### config.mk
export PLATFORM = sky130hd
export DESIGN_NAME = dmi_host_master
export DESIGN_NICKNAME = d
export VERILOG_FILES = /design/src/rtl/dmi_host_master_pkg.sv /design/src/rtl/dmi_host_master_gap_timer.sv /design/src/rtl/dmi_host_master.sv
export SDC_FILE = /design/constraint.sdc
export NUM_CORES = 1
export LEC_CHECK = 0
export BUFFER_PORTS_ARGS = -buffer_cell sky130_fd_sc_hd__buf_2
export CORE_UTILIZATION = 43
export CTS_CLUSTER_DIAMETER = 150
export DETAILED_ROUTE_END_ITERATION = 7
export PLACE_DENSITY = 0.74
export SLEW_MARGIN = 5
export SYNTH_ARGS = -nofsm -noshare
export SYNTH_HDL_FRONTEND = slang
export SYNTH_HIERARCHICAL = 1
export SYNTH_SLANG_ARGS = --single-unit
### constraint.sdc
create_clock -name clk_i -period 2 [get_ports clk_i]
set_input_delay 0.3 -clock clk_i [delete_from_list [all_inputs] [get_ports clk_i]]
set_output_delay 0.3 -clock clk_i [all_outputs]
set_load 0.01 [all_outputs]
### src/rtl/dmi_host_master_pkg.sv
// Shared DMI encodings, payload layouts and FSM states for the host-side DMI initiator.
package dmi_host_master_pkg;

    localparam int unsigned AddrW   = 7;
    localparam int unsigned DataW   = 32;
    localparam int unsigned OpW     = 2;
    localparam int unsigned CodeW   = 2;
    localparam int unsigned StatusW = 2;
    localparam int unsigned RetryW  = 4;
    localparam int unsigned ReqW    = AddrW + DataW + OpW;
    localparam int unsigned RespW   = DataW + CodeW;

    typedef enum logic [OpW-1:0] {
        OP_NOP   = 2'd0,
        OP_READ  = 2'd1,
        OP_WRITE = 2'd2
    } dmi_op_e;

    typedef enum logic [CodeW-1:0] {
        RESP_OK     = 2'd0,
        RESP_RSVD   = 2'd1,
        RESP_FAILED = 2'd2,
        RESP_BUSY   = 2'd3
    } dmi_code_e;

    typedef enum logic [StatusW-1:0] {
        STATUS_OK      = 2'd0,
        STATUS_TIMEOUT = 2'd1,
        STATUS_FAILED  = 2'd2,
        STATUS_BUSY    = 2'd3
    } rsp_status_e;

    typedef enum logic [2:0] {
        ST_IDLE = 3'd0,
        ST_REQ  = 3'd1,
        ST_WAIT = 3'd2,
        ST_GAP  = 3'd3,
        ST_DONE = 3'd4
    } state_e;

    typedef struct packed {
        logic [AddrW-1:0] addr;
        logic [DataW-1:0] data;
        dmi_op_e          op;
    } dmi_req_t;

    typedef struct packed {
        logic [DataW-1:0] data;
        dmi_code_e        code;
    } dmi_resp_t;

endpackage

### src/rtl/dmi_host_master_gap_timer.sv
// Loadable down-counter shared by retry-gap and request/response timeout counting.
module dmi_host_master_gap_timer #(
    parameter int unsigned W = 11
) (
    input  logic         clk_i,
    input  logic         rst_i,
    input  logic         load,
    input  logic [W-1:0] load_val,
    input  logic         en,
    output logic         done_c
);

    logic [W-1:0] cnt_q;

    always_ff @(posedge clk_i) begin
        if (rst_i) begin
            cnt_q <= '0;
        end else if (load) begin
            cnt_q <= load_val;
        end else if (en && !done_c) begin
            cnt_q <= cnt_q - W'(1);
        end
    end

    assign done_c = (cnt_q == '0);

endmodule

### src/rtl/dmi_host_master.sv
// Host-side DMI initiator: issues read/write commands to dm_csrs, retries BUSY, reports status.
// Optional feature macro: DMI_TIMEOUT_EN (REQ/WAIT timeout with TIMEOUT status).
module dmi_host_master
    import dmi_host_master_pkg::*;
#(
    parameter int unsigned MaxRetries    = 4,
    parameter int unsigned RetryGap      = 8,
    parameter int unsigned TimeoutCycles = 1024
) (
    input  logic               clk_i,
    input  logic               rst_i,
    input  logic               cmd_valid_i,
    output logic               cmd_ready_o,
    input  logic               cmd_we_i,
    input  logic [AddrW-1:0]   cmd_addr_i,
    input  logic [DataW-1:0]   cmd_wdata_i,
    input  logic               clr_i,
    output logic               rsp_valid_o,
    input  logic               rsp_ready_i,
    output logic [DataW-1:0]   rsp_data_o,
    output logic [StatusW-1:0] rsp_status_o,
    output logic               dmi_rst_no,
    output logic [ReqW-1:0]    dmi_req_o,
    output logic               dmi_req_valid_o,
    input  logic               dmi_req_ready_i,
    input  logic [RespW-1:0]   dmi_resp_i,
    input  logic               dmi_resp_valid_i,
    output logic               dmi_resp_ready_o
);

    localparam int unsigned TimerMax = (RetryGap > TimeoutCycles) ? RetryGap : TimeoutCycles;
    localparam int unsigned TimerW   = $clog2(TimerMax + 1);

    state_e              state_q, state_d;
    dmi_req_t            req_q, req_d;
    logic [RetryW-1:0]   retry_q, retry_d;
    logic [DataW-1:0]    data_q, data_d;
    rsp_status_e         status_q, status_d;
    logic                rst_n_d;
    logic                tmr_load, tmr_en, tmr_done, timeout_hit;
    logic [TimerW-1:0]   tmr_val;
    dmi_resp_t           resp;

    assign resp         = dmi_resp_t'(dmi_resp_i);
    assign dmi_req_o    = req_q;
    assign rsp_data_o   = data_q;
    assign rsp_status_o = status_q;

    dmi_host_master_gap_timer #(.W(TimerW)) u_timer (
        .clk_i    (clk_i),
        .rst_i    (rst_i),
        .load     (tmr_load),
        .load_val (tmr_val),
        .en       (tmr_en),
        .done_c   (tmr_done)
    );

    // Next-state, payload/status capture and timer control
    always_comb begin
        state_d     = state_q;
        req_d       = req_q;
        retry_d     = retry_q;
        data_d      = data_q;
        status_d    = status_q;
        rst_n_d     = 1'b1;
`ifdef DMI_TIMEOUT_EN
        timeout_hit = tmr_done;
`else
        timeout_hit = 1'b0;
`endif
        case (state_q)
            ST_IDLE: begin
                if (cmd_valid_i && cmd_ready_o) begin
                    req_d.addr = cmd_addr_i;
                    req_d.data = cmd_wdata_i;
                    req_d.op   = cmd_we_i ? OP_WRITE : OP_READ;
                    retry_d    = '0;
                    state_d    = ST_REQ;
                end else if (clr_i) begin
                    rst_n_d = 1'b0;
                end
            end
            ST_REQ: begin
                if (dmi_req_valid_o && dmi_req_ready_i) begin
                    state_d = ST_WAIT;
                end else if (timeout_hit) begin
                    status_d = STATUS_TIMEOUT;
                    data_d   = '0;
                    state_d  = ST_DONE;
                end
            end
            ST_WAIT: begin
                if (dmi_resp_valid_i && dmi_resp_ready_o) begin
                    case (resp.code)
                        RESP_OK: begin
                            status_d = STATUS_OK;
                            data_d   = (req_q.op == OP_WRITE) ? '0 : resp.data;
                            state_d  = ST_DONE;
                        end
                        RESP_BUSY: begin
                            if (retry_q < RetryW'(MaxRetries)) begin
                                retry_d = retry_q + RetryW'(1);
                                state_d = ST_GAP;
                            end else begin
                                status_d = STATUS_BUSY;
                                data_d   = resp.data;
                                state_d  = ST_DONE;
                            end
                        end
                        default: begin
                            status_d = STATUS_FAILED;
                            data_d   = resp.data;
                            state_d  = ST_DONE;
                        end
                    endcase
                end else if (timeout_hit) begin
                    status_d = STATUS_TIMEOUT;
                    data_d   = '0;
                    state_d  = ST_DONE;
                end
            end
            ST_GAP: begin
                if (tmr_done) begin
                    state_d = ST_REQ;
                end
            end
            ST_DONE: begin
                if (rsp_ready_i) begin
                    state_d = ST_IDLE;
                end
            end
            default: state_d = ST_IDLE;
        endcase

        // The timer restarts on every entry into a counted state
`ifdef DMI_TIMEOUT_EN
        tmr_load = (state_d != state_q) && (state_d inside {ST_GAP, ST_REQ, ST_WAIT});
`else
        tmr_load = (state_d != state_q) && (state_d == ST_GAP);
`endif
        tmr_val = (state_d == ST_GAP) ? TimerW'(RetryGap - 1) : TimerW'(TimeoutCycles - 1);
        tmr_en  = !tmr_load;
    end

    // State and registered outputs
    always_ff @(posedge clk_i) begin
        if (rst_i) begin
            state_q          <= ST_IDLE;
            req_q            <= '0;
            retry_q          <= '0;
            data_q           <= '0;
            status_q         <= STATUS_OK;
            cmd_ready_o      <= 1'b1;
            rsp_valid_o      <= 1'b0;
            dmi_rst_no       <= 1'b1;
            dmi_req_valid_o  <= 1'b0;
            dmi_resp_ready_o <= 1'b0;
        end else begin
            state_q          <= state_d;
            req_q            <= req_d;
            retry_q          <= retry_d;
            data_q           <= data_d;
            status_q         <= status_d;
            cmd_ready_o      <= (state_d == ST_IDLE);
            rsp_valid_o      <= (state_d == ST_DONE);
            dmi_rst_no       <= rst_n_d;
            dmi_req_valid_o  <= (state_d == ST_REQ);
`ifdef DMI_TIMEOUT_EN
            // Late responses after a timeout are drained while idle
            dmi_resp_ready_o <= (state_d == ST_WAIT) || (state_d == ST_IDLE);
`else
            dmi_resp_ready_o <= (state_d == ST_WAIT);
`endif
        end
    end

endmodule

### Word level (Yosys, flattened, before mapping)

Index checks and enable logic that the tools add are counted.

* output and inout bits: 80
* flip-flop bits (word level): 98
* word-level logic and storage cells: 73
* input port bits: 81

* reduce and logical (&&, ||, !) cells: 17
* multiplexer cells: 23
* add/subtract/negate cells: 2
* bitwise logic cells: 1
* equality and inequality tests: 16
* $lt $le $gt $ge: 1

Operators by type and width (number)
* two-way mux 32 bit: 2
* one-hot mux 32 bit (2 select lines): 1
* two-way mux 11 bit: 2
* two-way mux 3 bit: 7
* two-way mux 4 bit: 4
* one-hot mux 3 bit (5 select lines): 1
* == test 3 x 2 -> 1 bit, second input constant: 4
* logical NOT 11 bit: 1
* subtractor 11 x 1 -> 11 bit, second input constant: 1
* two-way mux 10 bit: 1
* inequality test 2 bit, second input constant: 5
* one-hot mux 4 bit (2 select lines): 1
* == test 3 x 1 -> 1 bit, second input constant: 2
* == test 3 bit, second input constant: 2
* logical NOT 3 bit: 2
* logical AND 1 bit: 5
* AND reduction 5 bit: 1
* adder 4 x 1 -> 4 bit, second input constant: 1
* == test 2 bit, second input constant: 2
* less-than comparator 4 x 3 -> 1 bit, second input constant: 1
* two-way mux 2 bit: 2
* one-hot mux 2 bit (2 select lines): 1
* nonzero test 2 bit: 2
* inequality test 3 bit: 1
* 7 further kinds: 8

### Longest topological paths before layout

Gate-level depths: netlist of run 1.

* word-level depth: 11
* mapped depth: 9
* mapped depth without buffers: 9

### By module

The synthesis of run 1 kept the hierarchy.

Modules (own cells, without submodules)
* dmi_host_master: cells each 383, times used 1, sequential area each 1741.7 um2, area an instance 3171.8 um2
* dmi_host_master_gap_timer: cells each 77, times used 1, sequential area each 220.2 um2, area an instance 674.4 um2

### Least setup slack after synthesis of run 1

No wires, ideal clock.

* kind: register -> register
* start point: reg u_timer.cnt_q[0]
* end point: reg u_timer.cnt_q[6]
* data required time: 1.881 ns
* data arrival time: 2.051 ns
* path buffers: 0
* clock period less this slack: 2.170 ns
* setup slack: -0.170 ns
* stages on the path, launching flop included: 9
* cells stage by stage: dfxtp_1 inv_1 ha_1 nor3b_1 and3_1 a311oi_1 o21ai_1 or2_1 o221a_1

* cells in the longest elaborated chain, start to end: 8

RTL lines
* from (decl): RTL line dmi_host_master_gap_timer.sv:13 `logic [W-1:0] cnt_q;`
* from (signal assigned): RTL line dmi_host_master_gap_timer.sv:19 `cnt_q <= load_val;`
* from (signal assigned): RTL line dmi_host_master_gap_timer.sv:21 `cnt_q <= cnt_q - W'(1);`
* logical NOT 11 bit *: RTL line dmi_host_master_gap_timer.sv:25 `assign done_c = (cnt_q == '0);`
* via tmr_done: RTL line dmi_host_master.sv:40 `logic tmr_load, tmr_en, tmr_done, timeout_hit;`
* two-way mux 3 bit: RTL line dmi_host_master.sv:123 `if (tmr_done) begin`
* one-hot mux 3 bit (5 select lines): RTL line dmi_host_master.sv:71 `case (state_q)`
* inequality test 3 bit or == test 3 x 2 -> 1 bit (tied branches): RTL line dmi_host_master.sv:139, dmi_host_master.sv:141
* logical AND 1 bit: RTL line dmi_host_master.sv:139 `tmr_load = (state_d != state_q) && (state_d == ST_GAP);`
* logical NOT 1 bit: RTL line dmi_host_master.sv:142 `tmr_en = !tmr_load;`
* logical AND 1 bit: RTL line dmi_host_master_gap_timer.sv:20 `end else if (en && !done_c) begin`
* nonzero test 2 bit (no line)

The timed path passes the listed nets; every way through them passes the cells marked *. The select of a mux whose other input is x is not followed.
A chain may end at the register's enable or synchronous reset.

### Worst setup path after layout of run 1

* start point: reg u_timer.cnt_q[1]
* end point: reg u_timer.cnt_q[6]

The elaborated chain is that of the path after synthesis.

==> results of run 1 <==
worst min path at each step:
stage | from | endpoint | cells after the start
final | cmd_we_i | dmi_req_o[0]$_SDFFE_PP0P_ | 2
after CTS | cmd_we_i | dmi_req_o[0]$_SDFFE_PP0P_ | 2
after floorplan | clr_i | dmi_rst_no$_SDFF_PP1_ | 1
after global routing | cmd_we_i | dmi_req_o[0]$_SDFFE_PP0P_ | 2
after global placement | rsp_data_o[11]$_SDFFE_PP0P_ | rsp_data_o[11]$_SDFFE_PP0P_ | 2
after detailed placement | rsp_data_o[28]$_SDFFE_PP0P_ | rsp_data_o[28]$_SDFFE_PP0P_ | 2
stage by stage:
stage	instances	power (mW)	hold WS, ns	instance area, µm²	setup TNS (ns)
final	739	4.82	0.121	5120	0
after global routing	739	5.07	0.112	5120	-0.0173
after CTS	735	4.71	0.102	5040	0
after detailed placement	719	3.47	0.441	4840	-0.00188
after global placement	719	3.43	0.436	4840	0
after floorplan	462	3.08	0.388	3870	-0.0140
area by class of cell:
type | count | area (µm²) | area share, %
flip-flops and latches | 98 | 1960 | 38.4
multi-input cells | 324 | 1760 | 34.4
repair buffers | 185 | 1030 | 20.1
clock buffers | 11 | 151 | 2.96
well taps | 108 | 135 | 2.64
clock inverters | 5 | 45.0 | 0.880
inverters | 8 | 33.8 | 0.660
registers in the layout, summed over array words and instances (netlist names):
signal and cells:
dmi_req_o 41, rsp_data_o 32, u_timer/cnt_q 11, retry_q 4, state_q 3, rsp_status_o 2
cmd_ready_o 1, dmi_req_valid_o 1, dmi_resp_ready_o 1, dmi_rst_no 1, rsp_valid_o 1
layout by cell type (no fill, tap or decap), drive strengths merged, types with 3 or more instances in the layout:
cell type | synthesis | layout
buf | 14 | 185
nand2 | 121 | 121
dfxtp | 98 | 98
a21oi | 79 | 79
nand3 | 39 | 39
nor2 | 16 | 16
clkbuf | 18 | 11
inv | 8 | 9
a211oi | 7 | 7
nor3 | 6 | 6
nor4 | 5 | 5
nand3b | 4 | 4
xnor2 | 4 | 4
conb | 2 | 4
a311oi | 4 | 4
o21ai | 3 | 3
a2111oi | 3 | 3
power by group:
part	switching, mW	internal, mW	leakage (nW)
Clock	0.699	0.538	0.0981
Sequential	0.130	2.11	0.798
Combinational	0.693	0.654	1.34
cells by family (layout without fill, tap and decap cells):
family	count (synthesis)	count (layout)	synth area share, %
other	2	4	0.195
adders and majority gates	2	2	0.651
AOI/OAI and AO/OA	108	108	17.2
and+or+nand+nor	206	206	24.9
xor gates and xnor gates	4	4	0.911
buffers and inverters	40	209	5.14
DFF	98	98	51.0
layer usage:
layer / track usage [%] / up-vias
li1: - / 1896
met5: 0 / -
met3: 5.48 / 14
met2: 35.0 / 134
met1: 23.2 / 1712
met4: 8.09 / 0
timing repair:
item / 4_1_cts / 5_1_grt
gates resized for setup: 1 / 11
setup endpoints to repair: 3 / 7
buffers inserted: 0 / 4
pin swaps: 0 / 2
cloned: 0 / 0
==> flow_summary.json, run 1 <==
{
  "crit_path_start": "u_timer/cnt_q[1]$_SDFFE_PP0P_",
  "cts_buffer_depth": 2,
  "drcViolationCount": 0,
  "routedWlPerCell_um": 13.1,
  "timing_worst_slew_pin_value_ns": 0.538,
  "antenna-diode-count": 0,
  "startpoint_types": "flop",
  "capturing_instance_or_port_of_the_critical_path": "u_timer/cnt_q[6]$_SDFFE_PP0P_",
  "finalCoreUtilization_pct": 59.0,
  "detail_route.iter0.violations": 157,
  "timing.critical_path.buf_inv": 1,
  "h-tree-depth": 3,
  "worst_skew_pair.late_latency_ns": 0.37,
  "preCtsSetupSlack_ns": -0.00188,
  "holdBufCountCts": 0,
  "regToRegStartpoint": "u_timer/cnt_q[1]$_SDFFE_PP0P_",
  "slew_headroom_pct": 63.8,
  "netlist_instances": 460,
  "cts_root_buf": "clkbuf_8",
  "timing.critical_path.depth": 8,
  "timing_hold_violations_final": 0,
  "timing.final.setup_violations": 0,
  "ys_warn_count": 6,
  "postSynthAreaPerCell_um2": 8.36,
  "final-max-slew-violation-count": 0,
  "core_area_um2": 8680,
  "grt_max_degree": 45,
  "vias_in_the_first_global_route": 3322,
  "final_layout_size_suffix_gt1_share_pct": 36.1,
  "layout_min_cycle_time_ns": 1.93,
  "postSynth.topFlopCell": "dfxtp_1",
  "hold_path_class": "in2reg",
  "detail_route.wirelength.met1_um": 4110,
  "die-height_um": 96.6,
  "drt_pass1_iterations": 4,
  "antenna_found_initial": 0,
  "placement.io_buffers": 160,
  "max_clock_freq_mhz": 517,
  "critical_setup_path_kind": "reg2reg",
  "total_leakage_power_nw": 2.23,
  "timing.critical_path.slowest_cell_delay_ns": 0.35,
  "routabilityCongestion": 0.924,
  "area_delta_synth_final_pct": 33.0,
  "timing.final.crit_share_pct": 96.7,
  "tritoncts.num_buffers": 9,
  "maxCapViolCount": 0,
  "yosys_register_bits": 98,
  "start_util_pct": 44.3,
  "detail-route-antenna-nets": 0,
  "grt_overflow": 0,
  "required_worst_endpoint_ns": 2.25,
  "synth.largest_area_cell": "dfxtp_1",
  "worstReg2RegEnd": "u_timer/cnt_q[6]$_SDFFE_PP0P_",
  "post_layout_net_count": 709,
  "detailroute.wirelength.met2_um": 4760,
  "cts_tree": "built",
  "critPathCaptureType": "flop",
  "p_per_area_nw_per_um2": 942,
  "min_setup_slack_post_route_ns": 0.0664,
  "grt_first_pass_wirelength_um": 14600,
  "highest-signal-layer": "met4",
  "synth.top_cells.by_count": "nand2_1, dfxtp_1, a21oi_1, nand3_1, clkbuf_1",
  "overall_die_area_um2": 9330,
  "route.final.wire_length_um": 9660,
  "worst-path-max-fanout": 7,
  "worst_clock_skew_ns": 0.0129,
  "setup.reg_to_reg.worst_slack_ns": 0.07,
  "synth-edff-count": 0,
  "routed_via_density": 5.08,
  "detailed_place_hpwl_um": 6850,
  "num-fill-cells": 778,
  "critPathTopFamily": "compound AO/OA/AOI/OAI gates",
  "cts.sink_count": 98,
  "synth_area_leaders": "dfxtp_1, nand2_1, a21oi_1, nand3_1, clkbuf_1",
  "outcome": "completed",
  "std_cell_rows": 34,
  "post-synth-top-count-cell": "nand2_1",
  "routed-via-count": 3756,
  "cts.clk_slew.worst_paths_ns": 0.09,
  "worstRegToRegCells": 8,
  "design.portCount": 161,
  "global_route.usage.total_pct": 20.1,
  "post_synthesis_cell_type_count": 50,
  "proportion_of_register_bits_with_asynchronous_set_or_reset_after_synthesis_pct": 0,
  "dr_wl_met3_um": 647,
  "syn_area_um2": 3850,
  "synth_seq_area_share_pct": 51.0,
  "irDropWorstVdd_uv": 429,
  "cp_data_arrival_time_ns": 2.19,
  "crit_chain": "inv_2, ha_4, nor3b_4, and3_4, a311oi_2, o21ai_1, or2_4, o221a_1",
  "synth.top_cell.area_share_pct": 51.0,
  "dieWidth_um": 96.6,
  "cp_slowest_cell": "dfxtp_2"
}
Note: power is estimated with default switching activity, not from simulation.
==> run 2, diff against run 1 <==
--- a/config.mk
+++ b/config.mk
@@ -6,6 +6,7 @@
 export NUM_CORES = 1
 export LEC_CHECK = 0
 export BUFFER_PORTS_ARGS = -buffer_cell sky130_fd_sc_hd__buf_2
+export CORE_ASPECT_RATIO = 1.2
 export CORE_UTILIZATION = 43
 export CTS_CLUSTER_DIAMETER = 150
 export DETAILED_ROUTE_END_ITERATION = 7
==> run 2 against run 1 <==
Effect of this change:
- final cell count grew 1.2%
- critical path depth did not move
- total power rose by 2.2%
- highest routed layer unchanged
==> flow_summary.json, run 2 (synthesized netlist as in run 1, its figures left out) <==
{
  "critPathTopFamily": "simple AND/OR/NAND/NOR gates",
  "die-height_um": 106,
  "std_cell_rows": 37,
  "timing.final.setup_violations": 0,
  "slew_headroom_pct": 66.1,
  "timing.critical_path.slowest_cell_delay_ns": 0.36,
  "detail-route-antenna-nets": 0,
  "largest_register_ff_count": 41,
  "finalCoreUtilization_pct": 59.6,
  "timing.critical_path.buf_inv": 1,
  "cts_tree": "built",
  "placement.cell_area_um2": 4880,
  "design.portCount": 161,
  "timing_worst_slew_pin_value_ns": 0.505,
  "start_util_pct": 44.7,
  "max_clock_freq_mhz": 514,
  "irDropWorstVdd_uv": 577,
  "drt_pass1_iterations": 5,
  "layout_commonest_cell": "buf_2",
  "core_area_um2": 8610,
  "worst_clock_skew_ns": 0.0118,
  "grt_max_degree": 45,
  "placement.io_buffers": 160,
  "final.hold.worst_slack_ns": 0.132,
  "routabilityCongestion": 0.864,
  "detailed_place_hpwl_um": 7060,
  "placed_cells_incl_taps": 731,
  "cp_data_arrival_time_ns": 2.20,
  "required_worst_endpoint_ns": 2.25,
  "cts_buffer_depth": 2,
  "routed_via_density": 5.07,
  "crit_chain": "inv_2, ha_4, nor3b_2, and3_4, a311oi_2, o21ai_1, or2_4, o221a_1",
  "final_design_area_no_fill_um2": 5140,
  "startpoint_types": "flop",
  "design_power_total_mw": 4.93,
  "antenna_found_initial": 0,
  "maxCapViolCount": 0,
  "routed-via-count": 3789,
  "detail_route.iter0.violations": 260,
  "p_per_area_nw_per_um2": 959,
  "worst_skew_pair.late_latency_ns": 0.36,
  "timing.final.crit_share_pct": 97.2,
  "grt_first_pass_wirelength_um": 16100,
  "global_route.usage.total_pct": 21.9,
  "final_layout_size_suffix_gt1_share_pct": 35.3,
  "overall_die_area_um2": 9330,
  "hold_path_class": "in2reg",
  "cp_slowest_cell": "dfxtp_2",
  "num-fill-cells": 802,
  "total_leakage_power_nw": 2.24,
  "area_delta_synth_final_pct": 33.5,
  "finalNonFillerCells": 748,
  "tritoncts.num_buffers": 9,
  "critical_setup_path_kind": "reg2reg",
  "outcome": "completed",
  "drcViolationCount": 0,
  "vias_in_the_first_global_route": 3537,
  "dieWidth_um": 88.3,
  "antenna-diode-count": 0,
  "cts.sink_count": 98,
  "post_layout_net_count": 709,
  "timing_hold_violations_final": 0,
  "route.final.wire_length_um": 9980,
  "final-max-slew-violation-count": 0,
  "grt_overflow": 0,
  "critPathCaptureType": "flop",
  "h-tree-depth": 3,
  "cts_root_buf": "clkbuf_8",
  "cts.clk_slew.worst_paths_ns": 0.09,
  "routedWlPerCell_um": 13.3,
  "worst-path-max-fanout": 7,
  "layout_min_cycle_time_ns": 1.94,
  "mostFrequentLayoutCells": "buf_2, nand2_1, dfxtp_1"
}
[run 2: cell type report]
cell class                      instances  area (µm²)  area share [%]
Tap cell                              117         146            2.85
Timing Repair Buffer                  185        1040            20.2
Inverter                                8        30.0           0.585
Multi-Input combinational cell        324        1750            34.1
Clock buffer                           13         159            3.09
Sequential cell                        98        1960            38.2
Clock inverter                          3        46.3           0.901
[run 2: worst paths after layout]
| kind | slack (ns) | to | from | cells past startpoint |
|---|---|---|---|---|
| worst min register to register | 0.45 | rsp_data_o[5]$_SDFFE_PP0P_ | rsp_data_o[5]$_SDFFE_PP0P_ | 2 |
| worst max register to register | 0.06 | u_timer/cnt_q[6]$_SDFFE_PP0P_ | u_timer/cnt_q[1]$_SDFFE_PP0P_ | 8 |
| worst max-delay path | 0.06 | u_timer/cnt_q[6]$_SDFFE_PP0P_ | u_timer/cnt_q[1]$_SDFFE_PP0P_ | 8 |
| worst min-delay path | 0.13 | dmi_req_o[0]$_SDFFE_PP0P_ | cmd_we_i | 2 |
[run 2: repair_timing]
item / CTS / global route
setup endpoints to repair: 0 / 6
hold buffers: 0 / 0
buffers inserted: 0 / 1
hold endpoints to repair: 0 / 0
resized for setup: 0 / 8
[run 2: power breakdown]
group          internal, mW  switching, mW
clock                 0.653          0.664
sequential             2.11          0.139
combinational         0.670          0.695
[run 2: layer usage]
metal	global-route usage (%)	share of wire (%)	up-vias	wire length, µm
li1	-	-	1892	-
met1	26.0	41	1743	4080
met2	36.9	51	134	5120
met3	4.86	5.5	20	553
met4	10.0	2.2	0	221
met5	0	0	-	0
[run 2: through the flow]
stage	setup slack (ns)	setup TNS, ns
5_1_grt	-0.00566	-0.00608
2_1_floorplan	-0.0140	-0.0140
4_1_cts	0.00804	0
6_report	0.0555	0
3_5_place_dp	0.0353	0
3_3_place_gp	0.0887	0
==> run 3, diff against run 2 <==
--- a/config.mk
+++ b/config.mk
@@ -10,6 +10,7 @@
 export CORE_UTILIZATION = 43
 export CTS_CLUSTER_DIAMETER = 150
 export DETAILED_ROUTE_END_ITERATION = 7
+export MAX_ROUTING_LAYER = met4
 export PLACE_DENSITY = 0.74
 export SLEW_MARGIN = 5
 export SYNTH_ARGS = -nofsm -noshare
==> run 3 against run 2 <==
Effect of this change:
- wire length grew 0.56%
- largest power group unchanged
- largest cell class unchanged
- die area unchanged
- maximum frequency about the same
- worst hold slack got worse by 0.0068 ns
- critical path type unchanged
==> flow_summary.json, run 3 (synthesized netlist as in run 1, its figures left out) <==
{
  "outcome": "completed",
  "seqPwrFrac_pct": 45.6,
  "irDropWorstVdd_uv": 570,
  "fin_setup_tns_ns": 0,
  "grt_overflow": 0,
  "final_layout_size_suffix_gt1_share_pct": 35.3,
  "vias_in_the_first_global_route": 3543,
  "critPathCaptureType": "flop",
  "antenna_found_initial": 0,
  "detail_route.iter0.violations": 282,
  "drt_pass1_iterations": 4,
  "drcViolationCount": 0,
  "grt_most_used_layer": "met2",
  "die-height_um": 106,
  "cts_root_buf": "clkbuf_8",
  "detail-route-antenna-nets": 0,
  "num-fill-cells": 802,
  "critical_setup_path_kind": "reg2reg",
  "mostFrequentLayoutCells": "buf_2, nand2_1, dfxtp_1",
  "antenna-diode-count": 0,
  "p_per_area_nw_per_um2": 959,
  "finalCoreUtilization_pct": 59.6,
  "area_delta_synth_final_pct": 33.5,
  "timing_hold_violations_final": 0,
  "worst-path-max-fanout": 7,
  "placement.io_buffers": 160,
  "grt_first_pass_wirelength_um": 16000,
  "clkPwrFrac_pct": 26.8,
  "netSwitchingFraction_pct": 30.4,
  "timing.final.setup_violations": 0,
  "crit_chain": "inv_2, ha_4, nor3b_2, and3_4, a311oi_2, o21ai_1, or2_4, o221a_1",
  "post_layout_net_count": 709,
  "startpoint_types": "flop",
  "detailed_place_hpwl_um": 7060,
  "preCtsSetupSlack_ns": 0.0353,
  "cp_slowest_cell": "dfxtp_2",
  "cts_buffer_depth": 2,
  "gr-usage-met1_pct": 26.9,
  "largest_register_ff_count": 41,
  "routedWlPerCell_um": 13.4,
  "met3_usage_pct": 3.37,
  "power.internal_mw": 3.43,
  "cts.clk_slew.worst_paths_ns": 0.09,
  "worst_skew_pair.late_latency_ns": 0.36,
  "h-tree-depth": 3,
  "core_area_um2": 8610,
  "timing.final.crit_share_pct": 97.2,
  "total_leakage_power_nw": 2.24,
  "layout_min_cycle_time_ns": 1.94,
  "required_worst_endpoint_ns": 2.26,
  "std_cell_rows": 37,
  "final-max-slew-violation-count": 0,
  "layout_commonest_cell": "buf_2",
  "overall_die_area_um2": 9330,
  "design.portCount": 161,
  "start_util_pct": 44.7,
  "grt_max_degree": 45,
  "routabilityCongestion": 0.878,
  "final.hold.worst_slack_ns": 0.125,
  "maxCapViolCount": 0,
  "dieWidth_um": 88.3,
  "timing_worst_slew_pin_value_ns": 0.509,
  "slew_headroom_pct": 65.8,
  "timing.critical_path.slowest_cell_delay_ns": 0.36,
  "p_comb_share_pct": 27.7,
  "route.final.wire_length_um": 10000,
  "global_route.usage.total_pct": 22.4,
  "met2_usage_pct": 36.7,
  "cts_tree": "built",
  "cp_data_arrival_time_ns": 2.20,
  "worst_clock_skew_ns": 0.00968,
  "tritoncts.num_buffers": 9,
  "max_clock_freq_mhz": 515,
  "min_setup_slack_post_route_ns": 0.0569,
  "routed_via_density": 5.01,
  "routed-via-count": 3751,
  "cts.sink_count": 98,
  "total_switching_power_mw": 1.50,
  "hold_path_class": "in2reg"
}
-- run 3: stage by stage --
step / std cells / cell area (µm²) / power, mW
6_report: 748 / 5140 / 4.92
3_3_place_gp: 731 / 4880 / 3.49
4_1_cts: 747 / 5090 / 4.86
3_5_place_dp: 731 / 4880 / 3.53
2_1_floorplan: 462 / 3870 / 3.08
5_1_grt: 748 / 5140 / 5.19
-- run 3: critical path: cells and delay by family (launching register included) --
kind | cells | cell delay [ns]
flip-flops | 1 | 0.36
AO/OA/AOI/OAI | 3 | 0.63
buffers and inverters | 1 | 0.05
AND/OR/NAND/NOR | 3 | 0.65
adder cells (fa/ha/maj) | 1 | 0.16
-- run 3: layer usage --
metal / routed length [µm] / part of all wire (%)
met2: 5110 / 51
met5: 0 / 0
met4: 224 / 2.2
met3: 463 / 4.6
met1: 4230 / 42
-- run 3: worst paths after layout --
kind	startpoint	endpoint	slack (ns)	cells after the start
worst max-delay path	u_timer/cnt_q[1]$_SDFFE_PP0P_	u_timer/cnt_q[6]$_SDFFE_PP0P_	0.06	8
worst min-delay path	cmd_we_i	dmi_req_o[0]$_SDFFE_PP0P_	0.13	2
worst max register to register	u_timer/cnt_q[1]$_SDFFE_PP0P_	u_timer/cnt_q[6]$_SDFFE_PP0P_	0.06	8
worst min register to register	rsp_data_o[5]$_SDFFE_PP0P_	rsp_data_o[5]$_SDFFE_PP0P_	0.45	2
-- run 3: area by class of cell --
type | count | area, µm² | area share, %
flip-flops and latches | 98 | 1960 | 38.2
multi-input cells | 324 | 1750 | 34.1
repair buffers | 185 | 1040 | 20.2
clock buffers | 13 | 159 | 3.09
well taps | 117 | 146 | 2.85
clock inverters | 3 | 46.3 | 0.901
inverters | 8 | 30.0 | 0.585
-- run 3: power groups by stage --
stage	registers (mW)	clock network (mW)	logic (mW)
final	2.25	1.32	1.36
after global routing	2.26	1.43	1.49
after CTS	2.23	1.36	1.27
after detailed placement	2.27	0	1.26
after global placement	2.27	0	1.23
after floorplan	2.28	0	0.796
-- run 3: timing repair --
action	CTS	global route
hold buffers	0	0
setup endpoints to repair	0	6
buffers inserted	0	1
gates resized for setup	0	8
